<file path="src/rtl/voter_pkg.sv">
// Shared encodings for the majority voter: channel health states and counter sizing.
package voter_pkg;

  typedef enum logic [1:0] {
    ST_OK      = 2'd0,
    ST_SUSPECT = 2'd1,
    ST_FAILED  = 2'd2
  } health_e;

  // Bits needed to hold values 0..n inclusive.
  function automatic int cnt_w(input int n);
    return $clog2(n + 1);
  endfunction

endpackage

</file>
<file path="src/rtl/majority_voter_chan_health.sv">
// Per-channel health tracker: OK -> SUSPECT -> FAILED after FAIL_THRESH consecutive disagreements.
// Updates only on accepted transfers; clear wins over any same-cycle transition. VOTER_STATS_EN adds a saturating counter.
module chan_health
  import voter_pkg::*;
#(
  parameter int FAIL_THRESH = 4
`ifdef VOTER_STATS_EN
  , parameter int STAT_W = 16
`endif
) (
  input  logic clk,
  input  logic rst_n,
  input  logic upd,
  input  logic disagree,
  input  logic clear,
  output logic failed
`ifdef VOTER_STATS_EN
  , output logic [STAT_W-1:0] mismatch_cnt
`endif
);

  localparam int CW = cnt_w(FAIL_THRESH);

  health_e       state_q, state_d;
  logic [CW-1:0] cnt_q, cnt_d;
  logic          failed_q, failed_d;

  assign failed = failed_q;

  always_comb begin
    state_d = state_q;
    cnt_d   = cnt_q;
    if (upd) begin
      case (state_q)
        ST_OK: begin
          if (disagree) begin
            state_d = (FAIL_THRESH == 1) ? ST_FAILED : ST_SUSPECT;
            cnt_d   = CW'(1);
          end
        end
        ST_SUSPECT: begin
          if (disagree) begin
            cnt_d = cnt_q + CW'(1);
            if (cnt_d == CW'(FAIL_THRESH)) state_d = ST_FAILED;
          end else begin
            state_d = ST_OK;
            cnt_d   = '0;
          end
        end
        default: ;
      endcase
    end
    if (clear) begin
      state_d = ST_OK;
      cnt_d   = '0;
    end
    failed_d = (state_d == ST_FAILED);
  end

  always_ff @(posedge clk) begin
    if (!rst_n) begin
      state_q  <= ST_OK;
      cnt_q    <= '0;
      failed_q <= 1'b0;
    end else begin
      state_q  <= state_d;
      cnt_q    <= cnt_d;
      failed_q <= failed_d;
    end
  end

`ifdef VOTER_STATS_EN
  logic [STAT_W-1:0] stat_q, stat_d;

  assign mismatch_cnt = stat_q;

  // FAILED channels are no longer compared, so they stop accumulating.
  always_comb begin
    stat_d = stat_q;
    if (upd && disagree && (state_q != ST_FAILED) && (stat_q != '1))
      stat_d = stat_q + STAT_W'(1);
  end

  always_ff @(posedge clk) begin
    if (!rst_n) stat_q <= '0;
    else        stat_q <= stat_d;
  end
`endif

endmodule

</file>
<file path="src/rtl/majority_voter.sv">
// Registered N_CH-input bitwise majority voter, latency 1 clk; in_ready = ~out_valid | out_ready.
// FAILED channels are excluded from the vote; VOTER_STATS_EN adds per-channel mismatch_cnt.
module majority_voter
  import voter_pkg::*;
#(
  parameter int              N_CH        = 3,
  parameter int              WIDTH       = 1,
  parameter logic [N_CH-1:0] INV_MASK    = 'b001,
  parameter int              FAIL_THRESH = 4
`ifdef VOTER_STATS_EN
  , parameter int            STAT_W      = 16
`endif
) (
  input  logic                  clk,
  input  logic                  rst_n,
  input  logic [N_CH*WIDTH-1:0] in_data,
  input  logic                  in_valid,
  output logic                  in_ready,
  output logic [WIDTH-1:0]      out_data,
  output logic                  out_valid,
  input  logic                  out_ready,
  input  logic [N_CH-1:0]       clear_fault,
  output logic [N_CH-1:0]       ch_failed,
  output logic                  all_failed
`ifdef VOTER_STATS_EN
  , output logic [N_CH*STAT_W-1:0] mismatch_cnt
`endif
);

  localparam int AW = cnt_w(N_CH);

  logic [N_CH*WIDTH-1:0] corr;
  logic [N_CH-1:0]       active, disagree;
  logic [AW-1:0]         n_active, ones;
  logic [WIDTH-1:0]      vote;
  logic                  accept, pop;
  logic                  out_valid_q, out_valid_d;
  logic [WIDTH-1:0]      out_data_q, out_data_d;

  assign in_ready   = ~out_valid_q | out_ready;
  assign accept     = in_valid & in_ready;
  assign pop        = out_valid_q & out_ready;
  assign out_valid  = out_valid_q;
  assign out_data   = out_data_q;
  assign active     = ~ch_failed;
  assign all_failed = &ch_failed;

  // Strict majority of the active set: 2*ones > n_active, so ties and an empty set give 0.
  always_comb begin
    corr     = '0;
    n_active = '0;
    ones     = '0;
    vote     = '0;
    disagree = '0;
    for (int i = 0; i < N_CH; i++) begin
      corr[i*WIDTH +: WIDTH] = in_data[i*WIDTH +: WIDTH] ^ {WIDTH{INV_MASK[i]}};
      n_active = n_active + AW'(active[i]);
    end
    for (int b = 0; b < WIDTH; b++) begin
      ones = '0;
      for (int i = 0; i < N_CH; i++)
        ones = ones + AW'(active[i] & corr[i*WIDTH + b]);
      vote[b] = ({ones, 1'b0} > {1'b0, n_active});
    end
    for (int i = 0; i < N_CH; i++)
      disagree[i] = (corr[i*WIDTH +: WIDTH] != vote);
  end

  always_comb begin
    out_valid_d = out_valid_q;
    out_data_d  = out_data_q;
    if (pop) out_valid_d = 1'b0;
    if (accept) begin
      out_valid_d = 1'b1;
      out_data_d  = vote;
    end
  end

  always_ff @(posedge clk) begin
    if (!rst_n) begin
      out_valid_q <= 1'b0;
      out_data_q  <= '0;
    end else begin
      out_valid_q <= out_valid_d;
      out_data_q  <= out_data_d;
    end
  end

  for (genvar i = 0; i < N_CH; i++) begin : g_ch
    chan_health #(
      .FAIL_THRESH(FAIL_THRESH)
`ifdef VOTER_STATS_EN
      , .STAT_W(STAT_W)
`endif
    ) u_health (
      .clk      (clk),
      .rst_n    (rst_n),
      .upd      (accept),
      .disagree (disagree[i]),
      .clear    (clear_fault[i]),
      .failed   (ch_failed[i])
`ifdef VOTER_STATS_EN
      , .mismatch_cnt(mismatch_cnt[i*STAT_W +: STAT_W])
`endif
    );
  end

endmodule
</file>
<file path="config.mk">
export PLATFORM = sky130hd
export DESIGN_NAME = majority_voter
export DESIGN_NICKNAME = d
export VERILOG_FILES = /design/src/rtl/voter_pkg.sv /design/src/rtl/majority_voter_chan_health.sv /design/src/rtl/majority_voter.sv
export SDC_FILE = /design/constraint.sdc
export NUM_CORES = 1
export LEC_CHECK = 0
export ABC_AREA = 0
export CORE_MARGIN = 8
export CORE_UTILIZATION = 40
export DETAILED_ROUTE_END_ITERATION = 10
export PLACE_DENSITY_LB_ADDON = 0.25
export SYNTH_ARGS = -nofsm -noshare
export SYNTH_HDL_FRONTEND = slang
export SYNTH_SLANG_ARGS = --single-unit
</file>
<file path="constraint.sdc">
create_clock -name clk -period 3.05 [get_ports clk]
set_clock_uncertainty 0.05 [all_clocks]
set_input_delay 0.7625 -clock clk [delete_from_list [all_inputs] [get_ports clk]]
set_output_delay 0.7625 -clock clk [all_outputs]
set_load 0.005 [all_outputs]
</file>
==> results.md, run 1 <==
- The post-synthesis share of cell area spent on and, or, nand and nor gates is 28.54%.
- After detailed routing, the number of remaining DRC violations is 0.
- The number of iterations in the first detailed-routing pass is 4.
- The number of maximum-capacitance violations is 0.
- Buffers inserted during clock tree synthesis total 3.
- The clock-pin transition on the worst setup and hold timing paths is 0.11 ns.
- The library cell used most frequently in the layout, excluding fill and tap cells, is sky130_fd_sc_hd__dfxtp_1.
- The number of antenna repair diodes is 0.
- The HPWL after detailed placement is 2059 um.
- The average via count per standard cell is 5.325.
- The total number of placement rows is 20.
- STA classifies the critical path endpoint as a register.
- The total wirelength of the detailed-routed design is 2580 um.
- The floorplan step set the die height to 70.60 um.
- Once the floorplan was initialized, standard cells occupied 40.38% of the core.
- The number of hold violations in the final report is 0.
- After detailed routing, the average wire length per cell comes to 13.10 um.
- The worst path in the final design needs a cycle of 2.933 ns, including I/O delays and setup.
- The XOR/XNOR share of the synthesized area is 4.197%.
- The total power density per cell area is 332.2 mW/mm^2.
- Synthesis handed over a netlist of 138 instances.
- Measured along the x axis, the die boundary spans 70.60 um.
- The number of input and output port buffers inserted is 16.
- The worst-case clock buffer depth is 2.
- The launch point of the critical path is in_data[2].
- The worst setup path is launched from a primary input.
- The depth of the worst register-to-register path is 9.
- The cell area after synthesis is 0.001192 mm^2.
- The count of hold buffers inserted by post-cts repair is 0.
- The die covers 0.004984 mm^2.
- TritonCTS built the clock tree.
- Of the cells placed in the final design, the portion with a size suffix greater than 1 is 14.02%.
- The min-delay analysis places its worst path in the category reg -> reg.
- The post-synth net total is 157.
- The initial antenna violation count is 0.
- The transition at the pin with the smallest max-transition slack is 0.4783 ns.
- The most critical setup path has its endpoint at g_ch[0].u_health.cnt_q[2].
- Hold is met by 0.4477 ns.
- At the worst endpoint, the required time is 3.25 ns.
- The number of global-route vias before repair is 1056.
- Clock latency on the worst-skew pair, taken at its later pin, is 0.30 ns.
- The area growth from synthesis to layout is 26.86%.
- The tree is rooted in a sky130_fd_sc_hd__clkbuf_4.
- The critical path in this run is classified as in -> reg.
- The signal arrival time at the worst endpoint is 3.13 ns.
- Leaving out fill and tap cells, the most frequent cells in the layout are sky130_fd_sc_hd__dfxtp_1, sky130_fd_sc_hd__clkdlybuf4s50_1, sky130_fd_sc_hd__nor2_1, sky130_fd_sc_hd__buf_4, sky130_fd_sc_hd__a21oi_1.
- The maximum fanout count along the critical path is 4.
- The number of top-level design ports is 17.
- The synthesized-area fraction occupied by ao, oa, aoi and oai cells is 17.94%.
- The placed instances occupy a cell area of 0.001435 mm^2.
- The flow ran to the end, and the final reports show no timing, DRC or antenna violations.
- The number of warnings reported in the yosys synthesis log is 0.
- The number of H-tree levels is 1.
- The ratio of final minimum period to clock period is 96.15%.
- The maximum frequency from static timing analysis is 341.0 MHz.
- The per-instance average area after synthesis is 8.641 um^2.
- The worst register-to-register path begins at g_ch[0].u_health.failed.
- For this design the static power due to leakage is 0.6088 nW.
- The netlist uses 39 different library cells.
- In this run, synthesis inferred 0 flip-flops with an integrated enable.
- The number of DRC markers after the initial detailed-route iteration is 76.
- The pin count of the biggest net entering global routing is 11.
- After Yosys synthesis, full adders, half adders and majority gates account for 10.70% of the synthesized area.
- The filler cells instantiated in the layout total 279.
- Measured against its own limit, the worst slew margin works out to 68.05%.
- The region available for standard cell placement spans 0.002953 mm^2.
- Setup violations remaining at the end of the flow were counted as 0.
- The CTS sink count is 20.
- The final number of max-transition violations is 0.
- The final design area excluding fillers is 0.001513 mm^2.
- The first global-routing pass estimated 4505 um of wire.
- The most used flip-flop cell after synthesis is sky130_fd_sc_hd__dfxtp_1.
- After synthesis, the share of flip-flops with an asynchronous set or reset is 0%.
- The final estimated routing congestion in global placement is 0.8393.
- For this run, the total global-route usage over all layers was measured as 11.02%.
- Overall power consumption after layout is estimated at 0.5025 mW.
- The flop and latch count out of synthesis is 20.
- The capturing point of the worst reg2reg path is g_ch[0].u_health.cnt_q[2].
- For this run the aggregate overflow at the end of global routing stands at 0.
- The reg2reg setup slack is 0.53 ns.
- The final layout contains 185 nets.
- The count of vias placed by the detailed router is 1049.
- The share of the Yosys chip area taken by registers is 33.58%.
- The detail route stage leaves a number of antenna-violating nets equal to 0.
- Setup repair after global routing left no endpoint under its margin.
- The worst-case vdd ir drop is 0.1489 mV.
- After synthesis, the largest family of logic cells by area is simple AND/OR/NAND/NOR gates.
- After synthesis, the share of cell area in mux cells is 0%.
[flip-flops by register name (all words and copies together) (netlist names)]
name,flops
g_ch.u_health.cnt_q,9
g_ch.u_health.failed,3
g_ch.u_health.state_q,6
out_data,1
out_valid,1
[critical path: stages]
cell and delay [ns]:
sky130_fd_sc_hd__clkdlybuf4s50_1 0.48, sky130_fd_sc_hd__nand2_1 0.08, sky130_fd_sc_hd__fa_1 0.51, sky130_fd_sc_hd__inv_1 0.06
sky130_fd_sc_hd__ha_4 0.27, sky130_fd_sc_hd__nand2b_4 0.05, sky130_fd_sc_hd__a21boi_4 0.19, sky130_fd_sc_hd__xor2_2 0.12
sky130_fd_sc_hd__or4b_1 0.50, sky130_fd_sc_hd__nand3_1 0.09
[logic make-up after synthesis]
family / after synthesis
flops: 20
simple gates: 61
fa+ha+maj: 9
compound gates: 31
buf+inv: 13
xor+xnor: 4
[per-stage QoR]
step | setup TNS, ns | util [%] | cells | setup slack (ns)
after global placement | -5.456 | 48.60 | 192 | -0.3659
after CTS | 0 | 50.72 | 197 | 0.1165
after detailed placement | -6.635 | 48.60 | 192 | -0.4392
final | 0 | 51.23 | 197 | 0.1175
after floorplan | 0 | - | 138 | 0.001404
after global routing | 0 | 51.23 | 197 | 0.01686
[area by class of cell]
| cell class | count | area (um^2) | area share [%] |
|---|---|---|---|
| multi-input cells | 105 | 773.2 | 51.12 |
| clock buffers | 3 | 22.52 | 1.489 |
| inverters | 9 | 33.78 | 2.233 |
| well taps | 33 | 41.29 | 2.730 |
| flip-flops and latches | 20 | 400.4 | 26.47 |
| repair buffers | 27 | 241.5 | 15.96 |
[timing repair]
item / in CTS / in global routing
pin swaps: 3 / 0
endpoints found under the hold margin: 0 / 0
gates resized for setup: 4 / 2
setup buffers: 2 / 0
gates cloned: 0 / 0
setup endpoints to repair: 13 / 2
[synth_stat cells, types with 2 or more instances]
library cell               count  share of area [%]
sky130_fd_sc_hd__nand4_1       6                3.1
sky130_fd_sc_hd__o21a_1        3                1.9
sky130_fd_sc_hd__dfxtp_1      20                 34
sky130_fd_sc_hd__nand2b_1      7                3.7
sky130_fd_sc_hd__and3_1        2                1.0
sky130_fd_sc_hd__buf_4         3                1.9
sky130_fd_sc_hd__fa_1          2                3.4
sky130_fd_sc_hd__nor2b_1       9                4.7
sky130_fd_sc_hd__a311oi_1      2                1.5
sky130_fd_sc_hd__a31oi_1       2                1.0
sky130_fd_sc_hd__a22oi_1       2                1.3
sky130_fd_sc_hd__nand3_1       8                3.4
sky130_fd_sc_hd__inv_1         9                2.8
sky130_fd_sc_hd__nand2_1       8                2.5
sky130_fd_sc_hd__ha_1          7                7.3
sky130_fd_sc_hd__nor2_1       11                3.5
sky130_fd_sc_hd__o21ai_0       4                1.7
sky130_fd_sc_hd__a21oi_1      10                4.2
sky130_fd_sc_hd__o211ai_1      2                1.3
sky130_fd_sc_hd__nor3_1        2               0.84
[metal layers]
metal	GRT usage, %	up-vias	routed length (um)
met5	0	-	0
met4	6.928	0	55
met3	2.684	6	120
met2	17.73	18	1238
met1	12.82	487	1166
li1	-	538	-
[worst min-delay path by stage]
stage                                            from                         to  depth (start not counted)  slack, ns
after floorplan             g_ch[1].u_health.cnt_q[1]  g_ch[1].u_health.cnt_q[1]                          2       0.40
after detailed placement    g_ch[1].u_health.cnt_q[1]  g_ch[1].u_health.cnt_q[1]                          2       0.44
final                     g_ch[0].u_health.state_q[1]    g_ch[0].u_health.failed                          2       0.45
after CTS                   g_ch[1].u_health.cnt_q[1]  g_ch[1].u_health.cnt_q[1]                          2       0.45
after global routing        g_ch[1].u_health.cnt_q[1]  g_ch[1].u_health.cnt_q[1]                          2       0.47
after global placement      g_ch[1].u_health.cnt_q[1]  g_ch[1].u_health.cnt_q[1]                          2       0.42
[where the power goes]
part	switching, mW	internal, mW	total, mW
sequential	0.00552	0.266	0.272
combinational	0.0506	0.0553	0.106
clock	0.0789	0.0459	0.125
total	0.135	0.367	0.502
(Power assumes the default switching activity.)
==> inputs of run 2 (changes only) <==
Settings changed: PLACE_DENSITY_LB_ADDON 0.25 to unset, TNS_END_PERCENT set to 10.
==> results.md, run 2 (synthesized netlist as in run 1, its figures left out) <==
- Measured on the finished design, the core utilization comes to 51.19%.
- In this run the worst path has a maximum fanout of 4.
- The final number of max-transition violations is 0.
- The number of clock buffers inserted by TritonCTS is 3.
- Hold repair after CTS inserted 0 buffers.
- The count of placed standard cells including taps is 192.
- Prior to clock tree synthesis, the placed netlist has a worst setup slack of -0.4539 ns.
- The data required time at the worst endpoint is 3.26 ns.
- The total overflow left after global routing is 0.
- The flip-flop count of the largest register, all copies and words added is 9.
- The number of input and output port buffers inserted is 16.
- In the final routed layout, each cell accounts on average for 13.23 um.
- The number of standard cells in the final layout excluding fillers is 198.
- The global-route wire length before repair is 4443 um.
- The clock-pin transition on the worst setup and hold timing paths is 0.12 ns.
- The signal arrival time at the worst endpoint is 3.17 ns.
- The number of antenna repair diodes is 0.
- The number of DRC markers after the initial detailed-route iteration is 84.
- Once the floorplan was initialized, standard cells occupied 40.38% of the core.
- Max-cap violations in this run came to 0.
- The most common cell after layout, fill and taps aside is sky130_fd_sc_hd__dfxtp_1.
- The number of global-route vias before repair is 1033.
- The CTS sink count is 20.
- Summed over all nets, the half-perimeter wirelength after detailed placement is 2006 um.
- At the end of the flow, the number of nets in the layout was 185.
- At the pin with the least slew margin, the transition time is 0.4762 ns.
- The relative max-transition margin is 68.19%.
- Global routing consumed, over all layers together, 10.83% of the routing resources.
- The total number of placement rows is 20.
- IR analysis of the VDD net gives a maximum drop of 0.1809 mV.
- Summing over every cut layer, the via total after detailed routing is 1034.
- At the later pin of the worst-skew pair, clock insertion delay measures 0.31 ns.
- The number of buffers and inverters on the critical path is 2.
- Ranked by flip-flop count, first place goes to g_ch.u_health.cnt_q.
- The class of the tightest hold or removal check is reg -> reg.
- After routing the design area is 0.001511 mm^2.
- The number of H-tree levels is 1.
- The maximum frequency from static timing analysis is 338.4 MHz.
- In this run the remaining antenna-violating nets after routing total 0.
- The ratio of final minimum period to clock period is 96.88%.
- Routability-driven placement finished with a final weighted congestion of 0.8120.
- The top cell family by delay on the critical path is adder cells.
- The die outline width is 70.60 um.
- The worst-case clock buffer depth is 2.
- The number of hold violations in the final report was 0.
- The least setup slack across all paths after layout is 0.09513 ns.
- The post-route total power is 0.5344 mW.
- Entering global routing, the biggest net connects 12 pins.
- The CTS tree is yes.
- The height of the die is 70.60 um.
- The signal on the critical path passes through clkdlybuf4s50_1, nand2_1, fa_1, inv_1, ha_4, nand2b_4, a21boi_4, xor2_2, or4b_1, nand3_1.
- The instance area at placement is 0.001435 mm^2.
- The first TritonRoute pass finished after 4 iterations.
- Setup repair after global routing could not meet its margin everywhere.
- For this design the top-level I/O count stands at 17.
- The root buffer cell is sky130_fd_sc_hd__clkbuf_4.
- The fraction of layout cells with a size suffix above 1 is 13.33%.
- For this design, the slowest cell found on the critical path is sky130_fd_sc_hd__fa_1.
- The initial antenna violation count is 0.
- In the routed design, unresolved DRC markers number 0.
- Counting I/O delays and the setup requirement, the final critical path takes 2.955 ns.
- The post-synthesis to final-layout area growth is 26.76%.
- The average via count per standard cell is 5.222.
- Summed over all cells, the static leakage comes to 0.6090 nW.
- The startpoint type of the worst setup path is a primary input.
- Leaving out fill and tap cells, the most frequent cells in the layout are sky130_fd_sc_hd__dfxtp_1, sky130_fd_sc_hd__clkdlybuf4s50_1, sky130_fd_sc_hd__nor2_1, sky130_fd_sc_hd__buf_4, sky130_fd_sc_hd__a21oi_1.
- The total wirelength of the detailed-routed design is 2619 um.
- The maximum single-stage delay on the critical path is 0.51 ns.
- The total power density per cell area is 353.6 mW/mm^2.
- The area of the die is 0.004984 mm^2.
- The classification of the worst setup path is in -> reg.
- The capturing element type of the critical path is a register.
- Setup violations remaining at the end of the flow were counted as 0.
- The total area inside the core boundary comes to 0.002953 mm^2.
- The run finished with clean final reports.
## run 2: routing by layer
layer / share of wire, % / vias up / GRT usage, %
met5: 0 / - / 0
li1: - / 542 / -
met3: 4.4 / 4 / 2.119
met2: 44 / 18 / 16.29
met4: 1.3 / 0 / 5.543
met1: 51 / 470 / 14.29
## run 2: power breakdown
part           switching, mW  leakage [nW]  internal [mW]
clock network         0.0869        0.0210         0.0729
logic                 0.0491         0.426         0.0536
registers            0.00559         0.162          0.266
total                  0.142         0.609          0.393
## run 2: stage by stage
stage	TNS (ns)	hold slack, ns
final	0	0.4431
after global routing	-0.008904	0.4879
after CTS	0	0.4474
after detailed placement	-6.454	0.4307
after global placement	-5.741	0.4152
after floorplan	0	0.3987
## run 2: area by class of cell
class	count	area [um^2]
Clock buffer	4	36.28
Fill cell	276	1441
Inverter	9	33.78
Multi-Input combinational cell	105	758.2
Sequential cell	20	400.4
Tap cell	33	41.29
Timing Repair Buffer	27	241.5
## run 2: worst reg2reg max path, cell delays in order (launching register included)
cell	delay, ns
sky130_fd_sc_hd__dfxtp_1	0.34
sky130_fd_sc_hd__or2_4	0.23
sky130_fd_sc_hd__fa_1	0.53
sky130_fd_sc_hd__inv_1	0.06
sky130_fd_sc_hd__ha_4	0.27
sky130_fd_sc_hd__nand2b_4	0.05
sky130_fd_sc_hd__a21boi_4	0.22
sky130_fd_sc_hd__xor2_2	0.12
sky130_fd_sc_hd__or4b_1	0.51
sky130_fd_sc_hd__nand3_1	0.09
## run 2: what timing repair did
action,CTS,global route
resized for setup,4,0
endpoints found under the setup margin,11,3
pin swaps,3,1
buffers inserted,1,1
## run 2: final timing paths
| kind | slack [ns] | depth (start not counted) | end | start |
|---|---|---|---|---|
| setup reg to reg | 0.52 | 9 | g_ch[0].u_health.cnt_q[2] | g_ch[0].u_health.failed |
| hold / removal | 0.44 | 2 | g_ch[1].u_health.cnt_q[1] | g_ch[1].u_health.cnt_q[1] |
| hold reg to reg | 0.44 | 2 | g_ch[1].u_health.cnt_q[1] | g_ch[1].u_health.cnt_q[1] |
| setup / recovery | 0.1 | 10 | g_ch[0].u_health.cnt_q[2] | in_data[2] |
==> inputs of run 3 (changes only) <==
--- a/config.mk
+++ b/config.mk
@@ -9,3 +9,3 @@
 export CORE_MARGIN = 8
-export CORE_UTILIZATION = 40
+export CORE_UTILIZATION = 25
 export DETAILED_ROUTE_END_ITERATION = 10
--- a/constraint.sdc
+++ b/constraint.sdc
@@ -4,2 +4,2 @@
 set_output_delay 0.7625 -clock clk [all_outputs]
-set_load 0.005 [all_outputs]
+set_load 0.05 [all_outputs]
==> results.md, run 3 (synthesized netlist as in run 1, its figures left out) <==
- The flow ran to the end, and the final reports show no timing, DRC or antenna violations.
- The most common cell after layout, fill and taps aside is sky130_fd_sc_hd__dfxtp_1.
- The final antenna-violating net count is 0.
- The final estimated routing congestion in global placement is 0.7581.
- The detailed router placed 1027 vias in this run.
- 17 I/O pins were placed.
- The leakage power is 0.6390 nW.
- The first global-routing pass estimated 4312 um of wire.
- The number of iterations in the first detailed-routing pass is 4.
- The net count reported at finish is 186.
- 0 antenna diodes ended up in the layout.
- The CTS sink count is 20.
- The clock period minus worst slack is 2.887 ns.
- The flip-flop count of the largest register, all copies and words added is 9.
- In the layout the commonest cells are sky130_fd_sc_hd__dfxtp_1, sky130_fd_sc_hd__clkdlybuf4s50_1, sky130_fd_sc_hd__nor2_1, sky130_fd_sc_hd__buf_4.
- The sequential cells in the finished layout cover a total of 400.4 um^2.
- The total wirelength of the detailed-routed design is 2565 um.
- The ratio of final minimum period to clock period is 94.66%.
- The post-placement setup slack is -0.4717 ns.
- The initial antenna violation count was 0.
- Buffers inserted during clock tree synthesis total 3.
- The least setup slack across all paths after layout is 0.1630 ns.
- The area of the die is 0.007235 mm^2.
- The residual DRC count is 0.
- Global routing consumed, over all layers together, 7.291% of the routing resources.
- The initial utilization of the core area, before any placement, comes to 25.58%.
- The floorplan has 25 rows.
- The count of hold buffers inserted by post-cts repair is 0.
- The clock latency reported for the late side of the worst-skew pair is 0.26 ns.
- The area of the core region is 0.004661 mm^2.
- The first routing iteration left 87 violations.
- From synthesis to final layout, the design area changed by 32.95%.
- Setup repair after global routing left no endpoint under its margin.
- The die is 85.06 um tall.
- The worst hold path belongs to the class reg -> reg.
- The area taken by multi-input logic gates is 764.5 um^2.
- The root buffer cell is sky130_fd_sc_hd__clkbuf_8.
- The clock passes through at most 2 buffers.
- The average via count per standard cell is 4.668.
- The worst-case vdd ir drop is 0.1285 mV.
- The worst setup path is of the in -> reg kind.
- The number of H-tree levels is 1.
- The maximum frequency from static timing analysis is 346.4 MHz.
- Fill cells in the final layout number 474.
- The largest register by flop count is g_ch.u_health.cnt_q.
- At the pin with the least slew margin, the transition time is 0.5104 ns.
- The final number of max-transition violations was 0.
- The final core utilization is 34.01%.
- The number of maximum-capacitance violations is 0.
- The total overflow left after global routing is 0.
- The die outline width is 85.06 um.
- The sum of net half-perimeters after detailed placement is 2051 um.
- Data on the critical path is required at its endpoint by 3.20 ns.
- TritonCTS built the clock tree.
- In the final timing run, aggregate negative setup slack is 0 ns.
- After detailed routing, the average wire length per cell comes to 11.66 um.
- The clock-pin transition on the worst setup and hold timing paths is 0.07 ns.
- The post-route netlist has 16.27% of its cells at a drive strength greater than 1.
- Headroom to the max-slew limit came out at 65.87%.
- The maximum fanout count along the critical path is 5.
- The number of hold violations in the final report is 0.
- The capturing element type of the critical path is a register.
- The number of input and output port buffers inserted is 16.
- In this run the power density over the cells is 371.4 mW/mm^2.
- The number of global-route vias before repair is 992.
- The worst setup path is launched from a primary input.
- The signal arrival time at the worst endpoint is 3.04 ns.
- The number of setup violations in the final report is 0.
- The pin count of the biggest net entering global routing is 12.
## run 3: power breakdown
| group | switching, mW | total [mW] | internal (mW) |
|---|---|---|---|
| Sequential | 0.00562 | 0.272 | 0.266 |
| Clock | 0.0838 | 0.199 | 0.115 |
| Combinational | 0.0595 | 0.118 | 0.0588 |
| Total | 0.149 | 0.589 | 0.440 |
## run 3: timing repair
action,in CTS,in global routing
setup buffers,2,0
cloned,0,0
pin swaps,9,2
hold endpoints to repair,0,0
setup endpoints to repair,16,12
resized for setup,8,2
## run 3: path summary, 6_finish.rpt
path                               startpoint                     endpoint  slack (ns)  cells past startpoint
setup / recovery                   in_data[0]    g_ch[0].u_health.cnt_q[2]        0.16                     10
hold / removal    g_ch[0].u_health.state_q[1]  g_ch[0].u_health.state_q[1]        0.44                      2
setup reg to reg      g_ch[1].u_health.failed    g_ch[0].u_health.cnt_q[2]        0.57                     10
hold reg to reg   g_ch[0].u_health.state_q[1]  g_ch[0].u_health.state_q[1]        0.44                      2
## run 3: through the flow
| step | hold WS, ns | cells | total power, mW | instance area, um^2 |
|---|---|---|---|---|
| 6_report | 0.4389 | 220 | 0.5888 | 1585 |
| 3_3_place_gp | 0.4305 | 214 | 0.3839 | 1479 |
| 2_1_floorplan | 0.3987 | 138 | 0.3331 | 1192 |
| 5_1_grt | 0.4807 | 220 | 0.6164 | 1585 |
| 3_5_place_dp | 0.4320 | 214 | 0.3836 | 1479 |
| 4_1_cts | 0.4431 | 220 | 0.5958 | 1580 |
## run 3: metal layers
layer	vias up	GRT usage [%]	part of all wire, %
li1	543	-	-
met1	450	8.857	49
met2	29	11.29	43
met3	5	2.413	6.8
met4	0	3.398	1.3
met5	-	0	0
## run 3: layout make-up
cell class / count / area share, %
Clock buffer: 4 / 3.473
Inverter: 9 / 2.131
Multi-Input combinational cell: 105 / 48.22
Sequential cell: 20 / 25.26
Tap cell: 54 / 4.262
Timing Repair Buffer: 28 / 16.65
## run 3: critical path, stage by stage
cell and delay [ns]:
sky130_fd_sc_hd__dlygate4sd2_1 0.24, sky130_fd_sc_hd__or2_4 0.24, sky130_fd_sc_hd__fa_1 0.49, sky130_fd_sc_hd__inv_2 0.05
sky130_fd_sc_hd__ha_4 0.26, sky130_fd_sc_hd__nand2b_4 0.05, sky130_fd_sc_hd__a21boi_4 0.22, sky130_fd_sc_hd__xor2_2 0.13
sky130_fd_sc_hd__or4b_1 0.51, sky130_fd_sc_hd__nand3_1 0.07
